`src/rtl/mul_pkg.sv`:
```
// Shared types and sizing for the HI/LO multiply controller.
package mul_pkg;

    localparam int XLEN      = 32;
    localparam int CNT_W     = 6;
    localparam int LAT_FIXED = XLEN + 1;

    typedef enum logic [1:0] {
        IDLE = 2'd0,
        RUN  = 2'd1,
        FIX  = 2'd2
    } state_e;

endpackage

```
`src/rtl/mul_iter_dp.sv`:
```
// Shift-add multiplier datapath: one partial-product step per enabled cycle.
// Operands are unsigned magnitudes; sign handling lives in the controller.
module mul_iter_dp
    import mul_pkg::*;
#(
    parameter int XLEN = mul_pkg::XLEN
) (
    input  logic              clk,
    input  logic              rst_n,
    input  logic              load,
    input  logic              step,
    input  logic [XLEN-1:0]   a_mag,
    input  logic [XLEN-1:0]   b_mag,
    output logic [2*XLEN-1:0] acc,
    output logic              mplier_rest_zero
);

    logic [2*XLEN-1:0] mcand_q, mcand_d;
    logic [2*XLEN-1:0] acc_q, acc_d;
    logic [XLEN-1:0]   mplier_q, mplier_d;

    // Multiplicand shifts left each step, so it always equals a_mag << cnt.
    always_comb begin
        mcand_d  = mcand_q;
        acc_d    = acc_q;
        mplier_d = mplier_q;
        if (load) begin
            mcand_d  = {{XLEN{1'b0}}, a_mag};
            acc_d    = '0;
            mplier_d = b_mag;
        end else if (step) begin
            if (mplier_q[0]) begin
                acc_d = acc_q + mcand_q;
            end
            mcand_d  = mcand_q << 1;
            mplier_d = mplier_q >> 1;
        end
    end

    always_ff @(posedge clk or negedge rst_n) begin
        if (!rst_n) begin
            mcand_q  <= '0;
            acc_q    <= '0;
            mplier_q <= '0;
        end else begin
            mcand_q  <= mcand_d;
            acc_q    <= acc_d;
            mplier_q <= mplier_d;
        end
    end

    assign acc = acc_q;
    // True when the multiplier will be zero after the current step.
    assign mplier_rest_zero = (mplier_q[XLEN-1:1] == '0);

endmodule

```
`src/rtl/mul_hilo_ctrl.sv`:
```
// MULT/MULTU sequencer owning HI/LO, with MFHI/MFLO/MTHI/MTLO and stall generation.
// Optional MUL_EARLY_TERM_EN: leave RUN as soon as the remaining multiplier is zero.
module mul_hilo_ctrl
    import mul_pkg::*;
#(
    parameter int XLEN  = mul_pkg::XLEN,
    parameter int CNT_W = mul_pkg::CNT_W
) (
    input  logic            clk,
    input  logic            rst_n,
    input  logic            start,
    input  logic            is_signed,
    input  logic [XLEN-1:0] a,
    input  logic [XLEN-1:0] b,
    input  logic            rd_hi,
    input  logic            rd_lo,
    input  logic            wr_hi,
    input  logic            wr_lo,
    input  logic [XLEN-1:0] wr_data,
    input  logic            flush,
    output logic            busy,
    output logic            stall,
    output logic            done,
    output logic [XLEN-1:0] rd_data,
    output logic [XLEN-1:0] hi,
    output logic [XLEN-1:0] lo
);

`ifdef MUL_EARLY_TERM_EN
    localparam bit EARLY_EN = 1'b1;
`else
    localparam bit EARLY_EN = 1'b0;
`endif

    state_e            state_q, state_d;
    logic [CNT_W-1:0]  cnt_q, cnt_d;
    logic              neg_q, neg_d;
    logic [XLEN-1:0]   hi_q, hi_d;
    logic [XLEN-1:0]   lo_q, lo_d;
    logic              done_q, done_d;

    logic              dp_load;
    logic              dp_step;
    logic [XLEN-1:0]   a_mag;
    logic [XLEN-1:0]   b_mag;
    logic [2*XLEN-1:0] acc;
    logic [2*XLEN-1:0] prod;
    logic              mplier_rest_zero;
    logic              last_iter;

    // The most negative value maps onto itself, which is correct when read as unsigned.
    assign a_mag = (is_signed && a[XLEN-1]) ? (~a + 1'b1) : a;
    assign b_mag = (is_signed && b[XLEN-1]) ? (~b + 1'b1) : b;

    assign prod      = neg_q ? (~acc + 1'b1) : acc;
    assign last_iter = (cnt_q == CNT_W'(XLEN - 1)) || (EARLY_EN && mplier_rest_zero);
    assign dp_step   = (state_q == RUN);

    mul_iter_dp #(
        .XLEN (XLEN)
    ) u_dp (
        .clk              (clk),
        .rst_n            (rst_n),
        .load             (dp_load),
        .step             (dp_step),
        .a_mag            (a_mag),
        .b_mag            (b_mag),
        .acc              (acc),
        .mplier_rest_zero (mplier_rest_zero)
    );

    always_comb begin
        state_d = state_q;
        cnt_d   = cnt_q;
        neg_d   = neg_q;
        hi_d    = hi_q;
        lo_d    = lo_q;
        done_d  = 1'b0;
        dp_load = 1'b0;
        unique case (state_q)
            IDLE: begin
                if (start) begin
                    dp_load = 1'b1;
                    neg_d   = is_signed & (a[XLEN-1] ^ b[XLEN-1]);
                    cnt_d   = '0;
                    state_d = RUN;
                end else begin
                    if (wr_hi) hi_d = wr_data;
                    if (wr_lo) lo_d = wr_data;
                end
            end
            RUN: begin
                cnt_d = cnt_q + 1'b1;
                if (last_iter) state_d = FIX;
            end
            FIX: begin
                {hi_d, lo_d} = prod;
                done_d       = 1'b1;
                state_d      = IDLE;
            end
            default: state_d = IDLE;
        endcase
        // A squash discards whatever the execute stage presented this cycle.
        if (flush) begin
            state_d = IDLE;
            hi_d    = hi_q;
            lo_d    = lo_q;
            done_d  = 1'b0;
            dp_load = 1'b0;
        end
    end

    always_ff @(posedge clk or negedge rst_n) begin
        if (!rst_n) begin
            state_q <= IDLE;
            cnt_q   <= '0;
            neg_q   <= 1'b0;
            hi_q    <= '0;
            lo_q    <= '0;
            done_q  <= 1'b0;
        end else begin
            state_q <= state_d;
            cnt_q   <= cnt_d;
            neg_q   <= neg_d;
            hi_q    <= hi_d;
            lo_q    <= lo_d;
            done_q  <= done_d;
        end
    end

    assign busy    = (state_q != IDLE);
    assign stall   = busy & (start | rd_hi | rd_lo | wr_hi | wr_lo);
    assign done    = done_q;
    assign rd_data = rd_hi ? hi_q : lo_q;
    assign hi      = hi_q;
    assign lo      = lo_q;

endmodule

```
`config.mk`:
```
export PLATFORM = sky130hd
export DESIGN_NAME = mul_hilo_ctrl
export DESIGN_NICKNAME = d
export VERILOG_FILES = /design/src/rtl/mul_pkg.sv /design/src/rtl/mul_iter_dp.sv /design/src/rtl/mul_hilo_ctrl.sv
export SDC_FILE = /design/constraint.sdc
export NUM_CORES = 1
export LEC_CHECK = 0
export BUFFER_PORTS_ARGS = -buffer_cell sky130_fd_sc_hd__buf_2
export CORE_MARGIN = 4
export CORE_UTILIZATION = 55
export CTS_CLUSTER_SIZE = 25
export DETAILED_ROUTE_END_ITERATION = 10
export PLACE_DENSITY = 0.76
export SLEW_MARGIN = 20
export SYNTH_ARGS = -nofsm -noshare
export SYNTH_HDL_FRONTEND = slang
export SYNTH_SLANG_ARGS = --single-unit
```
`constraint.sdc`:
```
create_clock -name clk -period 6.7 [get_ports clk]
set_clock_uncertainty 0.2 [all_clocks]
set_input_delay 0.67 -clock clk [delete_from_list [all_inputs] [get_ports clk]]
set_output_delay 0.67 -clock clk [all_outputs]
set_load 0.01 [all_outputs]
```
Word level (Yosys, flattened, before mapping)
Cells that the tools add are included.
{"block": "totals", "elab_cells": 76, "output_inout_bits": 99, "register_bits": 234, "inputBits": 105}
{"block": "op_classes", "n_addsub": 5, "reduce_logical": 14, "bitwise": 11, "n_mux": 28, "eq_ne": 9}
{"operator": "two-way mux 64 bit", "n": 6}
{"operator": "two-way mux 32 bit", "n": 9}
{"operator": "case mux 32 bit (2 select lines)", "n": 2}
{"operator": "adder 32 x 1 -> 32 bit, second input constant", "n": 2}
{"operator": "adder 64 x 1 -> 64 bit, second input constant", "n": 1}
{"operator": "adder 64 bit", "n": 1}
{"operator": "NOT 32 bit", "n": 2}
{"operator": "NOT 64 bit", "n": 1}
{"operator": "case mux 6 bit (2 select lines)", "n": 1}
{"operator": "nonzero test 2 bit", "n": 5}
{"operator": "!= test 2 bit, second input constant", "n": 4}
{"operator": "AND reduction 2 bit", "n": 4}
{"operator": "AND reduction 4 bit", "n": 2}
{"operator": "adder 6 x 1 -> 6 bit, second input constant", "n": 1}
{"operator": "== test 6 x 5 -> 1 bit, second input constant", "n": 1}
{"operator": "two-way mux 2 bit", "n": 3}
{"operator": "two-way mux 6 bit", "n": 1}
{"operator": "two-way mux 1 bit", "n": 5}
{"operator": "bitwise OR 1 bit", "n": 4}
{"operator": "case mux 2 bit (2 select lines)", "n": 1}
{"operator": "!= test 3 x 2 -> 1 bit, second input constant", "n": 1}
{"operator": "!= test 3 bit, second input constant", "n": 1}
{"operator": "AND 1 bit", "n": 2}
{"operator": "== test 2 x 1 -> 1 bit, second input constant", "n": 1}
{"operator": "other kinds (5)", "n": 6}

Depth between registers and ports, before layout
{"block": "depth", "ltp_word": 5, "ltp_mapped": 12, "depth_no_buf": 12}

Cells and area by module
From an unflattened synthesis, not the netlist that was laid out.
{"block": "hier_totals", "hier_cells": 1980, "hier_area_um2": 16829.9}
{"module": "mul_iter_dp", "seq_area_each_um2": 4003.8, "cells_each": 1171, "area_per_inst_um2": 10314.9, "instances": 1}
{"module": "mul_hilo_ctrl", "seq_area_each_um2": 1851.8, "cells_each": 809, "area_per_inst_um2": 6515.0, "instances": 1}

Worst setup path after synthesis
OpenSTA, ideal clock, no wires.
{"block": "synth_timing", "path_type": "register to register", "startpoint": "register u_dp.acc_q[0], in the netlist u_dp.acc[0]", "endpoint": "register u_dp.acc_q[62], in the netlist u_dp.acc[62]", "arrival_time_ps": 3160, "synth_period_minus_slack_ps": 3494, "path_stages_with_launch": 13, "n_path_buf": 0, "t_required_ps": 6367, "path_slack_ps": 3206, "cell_sequence": "dfrtp_1 -> ha_1 -> fa_1 -> a21o_1 -> a311o_1 -> a211o_1 -> and4_1 -> nor4_1 -> nor2_1 -> o311ai_0 -> o21ai_0 -> xnor2_1 -> o21ai_0"}
{"block": "synth_via", "elab_chain_len": 4}
{"item": "from (decl)", "line_no": "mul_iter_dp.sv:19", "rtl": "logic [2*XLEN-1:0] acc_q, acc_d;"}
{"item": "from (signal assigned)", "line_no": "mul_iter_dp.sv:43", "rtl": "acc_q <= '0;"}
{"item": "from (signal assigned)", "line_no": "mul_iter_dp.sv:47", "rtl": "acc_q <= acc_d;"}
{"item": "adder 64 bit", "line_no": "mul_iter_dp.sv:33", "rtl": "acc_d = acc_q + mcand_q;"}
{"item": "two-way mux 64 bit", "line_no": "mul_iter_dp.sv:32", "rtl": "if (mplier_q[0]) begin"}
{"item": "two-way mux 64 bit", "line_no": "mul_iter_dp.sv:31", "rtl": "end else if (step) begin"}
{"item": "two-way mux 64 bit", "line_no": "mul_iter_dp.sv:27", "rtl": "if (load) begin"}
No other way between the ends. The select of a mux whose other input is x is not followed.
A chain may end at the register's enable or synchronous reset.

Final worst setup path
Same ends and word-level chain as after synthesis.

==> results.tsv <==
metric	value	unit
synthArstFlopShare	100.0	%
core	0.02909	mm2
min_path_type	input pin to register	
via_per_inst	6.125	
fmax	229.8	MHz
crit_buf_inv	0	
die_h	180.7	um
whs	204.8	ps
grt_max_degree	100	
layout-drive-gt1-share	15.07	%
drc	0	
start_util	56.38	%
cts_setup_buffers	0	
grt_pass1_wl	78650	um
outcome	completed	
gp_congestion	0.9730	
critPathKind	register to register	
dp_hpwl	36600	um
synthCells	2034	
finalNetCount	2330	
cp.arrival	4540	ps
area_growth	13.27	%
setup_viol	0	
wl_per_cell	18.97	um
syn-num-nets	2207	
synth_top_cell_area_share	35.70	%
yosys_warnings	0	
drtIter0Drc	1411	
utilization	63.87	%
rsz0062_at_grt	false	
grt_pass1_vias	14680	
mostFrequentLayoutCells	nand2_1 (372), dfrtp_1 (233), buf_2 (202), nor2_1 (199), o21ai_0 (150)	
synth.distinct_cells	74	
synth.avg_cell_area	8.064	um2
tritoncts	yes	
end_kind	register	
ios	204	
cts.clk_slew.worst_paths	60	ps
synthTopCellsByArea	dfrtp_1 (36%), nand2_1 (8.5%), xnor2_1 (5.6%)	
synth-edff-count	0	
path_cells	ha_1 -> fa_1 -> a21o_1 -> a311o_1 -> a211o_1 -> and4_1 -> nor4_1 -> nor2_1 -> o311ai_0 -> o21ai_0 -> xnor2_1 -> o21ai_0	
relSlewSlack	26.09	%
yosysTopAreaCell	dfrtp_1	
crit_fanout	4	
final-hold-violation-count	0	
crit_path_max_incr_delay	660	ps
ys_seq_elements	234	
ant_nets	0	
fp.dieW	180.7	um
worst_ep_required_time	6890	ps
numCtsBuffers	27	
placed_cell_area	0.01759	mm2
firstDrtPassIters	5	
cp_slowest_cell	o311ai_0	
final_common_cell	nand2_1	
path_delay_family	compound AO/OA/AOI/OAI gates	
finalCritPeriodShare	64.96	%
drv_cap	0	
vias	15690	
cts_max_level	1	
ir_worst_vdd	0.2050	mV
clock_path_buffers	3	
antenna_found_initial	1	
dieArea	0.03265	mm2
crit_path_start_kind	register	
grt_overflow	0	
clkLatencyLatePin	540	ps
finalMaxSlewViolations	0	
finalSetupTns	0	ps
cts_sinks	234	
tightest_slew	1081	ps
final_cell_area	0.01858	mm2
seq_area_frac_synth	35.70	%
power_density	310.4	mW/mm2
drt_wl_total	48580	um
synth_flop_cell	dfrtp_1	
syn_area	0.01640	mm2
io_buffers	203	
p_leak	8.594	nW
grt_usage	28.72	%
crit_top_cell	o21ai_0	
ctsRootBufferMaster	clkbuf_16	
fillers	2536	
n_antenna_cell	0	
fin_crit	4352	ps
num_rows	62	
## cells by family after synthesis
family,Yosys count,share of synthesized area (%)
AOI/OAI and AO/OA,585,22.38
xor gates and xnor gates,176,9.398
adders and majority gates,68,5.233
buffers and inverters,152,3.486
DFF,234,35.70
muxes,36,2.441
and+or+nand+nor,783,21.36
## through the flow
step | std cells | total power [mW] | setup slack [ps]
after floorplan | 2034 | 3.498 | 3206
after global placement | 2510 | 4.117 | 2530
after detailed placement | 2510 | 4.170 | 2452
after CTS | 2560 | 5.754 | 2396
after global routing | 2561 | 6.121 | 2015
final | 2561 | 5.767 | 2348
## worst paths after layout
path / start / to / slack, ps / cells past startpoint
worst max-delay path: u_dp.acc[0] / u_dp.acc[62] / 2350 / 12
worst min-delay path: flush / state_q[0] / 200 / 2
worst max register to register: u_dp.acc[0] / u_dp.acc[62] / 2350 / 12
worst min register to register: cnt_q[5] / state_q[1] / 290 / 1
max in group asynchronous: rst_n / lo[17] / 4430 / 3
min in group asynchronous: rst_n / state_q[1] / 500 / 2
## state kept, by name, summed over array words and instances (netlist names), 2 cells and up
register and cells:
lo 32, u_dp.mplier_q 32, cnt_q 6, hi 32, u_dp.mcand_q 64, state_q 2, u_dp.acc 64
## cell type report
cell class	instances	area [um2]	share of cell area (%)
flip-flops and latches	234	5857	31.52
clock buffers	40	804.5	4.330
repair buffers	217	1154	6.209
clock inverters	9	147.6	0.7947
well taps	384	480.5	2.586
inverters	29	108.9	0.5859
multi-input cells	1648	10030	53.97
## synthesized netlist by cell type, types with 5 or more instances
| library cell | count |
|---|---|
| nand4_1 | 27 |
| a31oi_1 | 72 |
| xor2_1 | 71 |
| and3_1 | 9 |
| o21ai_1 | 5 |
| a211oi_1 | 11 |
| nor2b_1 | 8 |
| o211ai_1 | 10 |
| nand2b_1 | 17 |
| clkbuf_1 | 110 |
| ha_1 | 67 |
| mux2_2 | 32 |
| a22o_1 | 5 |
| o21ai_0 | 150 |
| nand3b_1 | 5 |
| o21bai_1 | 14 |
| and2_1 | 10 |
| or2_2 | 8 |
| o31ai_1 | 68 |
| dfrtp_1 | 234 |
| o41ai_1 | 14 |
| nand3_1 | 34 |
| nand2_1 | 373 |
| buf_1 | 12 |
| a221oi_1 | 5 |
| nor2_1 | 201 |
| nor3_1 | 23 |
| nor4_1 | 14 |
| inv_1 | 28 |
| a21oi_1 | 139 |
| or3_1 | 18 |
| a21boi_0 | 6 |
| xnor2_1 | 105 |
| a21o_1 | 48 |
| or4_1 | 15 |
## repair_timing
action | 4_1_cts | 5_1_grt
hold buffers | 1 | 0
gates resized for setup | 0 | 0
endpoints found under the setup margin | 0 | 0
hold endpoints to repair | 85 | 0
## power by group
part           internal (mW)  switching, mW
registers               1.67          0.356
logic                  0.902           1.26
clock network          0.978          0.593
total                   3.55           2.21
## routing by layer
layer,GRT usage [%],part of all wire (%),wire length [um]
met1,41.88,45,21970
met2,45.64,45,21720
met3,3.640,7.6,3712
met4,7.381,2.4,1169
met5,0,0,0
(Power assumes the default switching activity.)
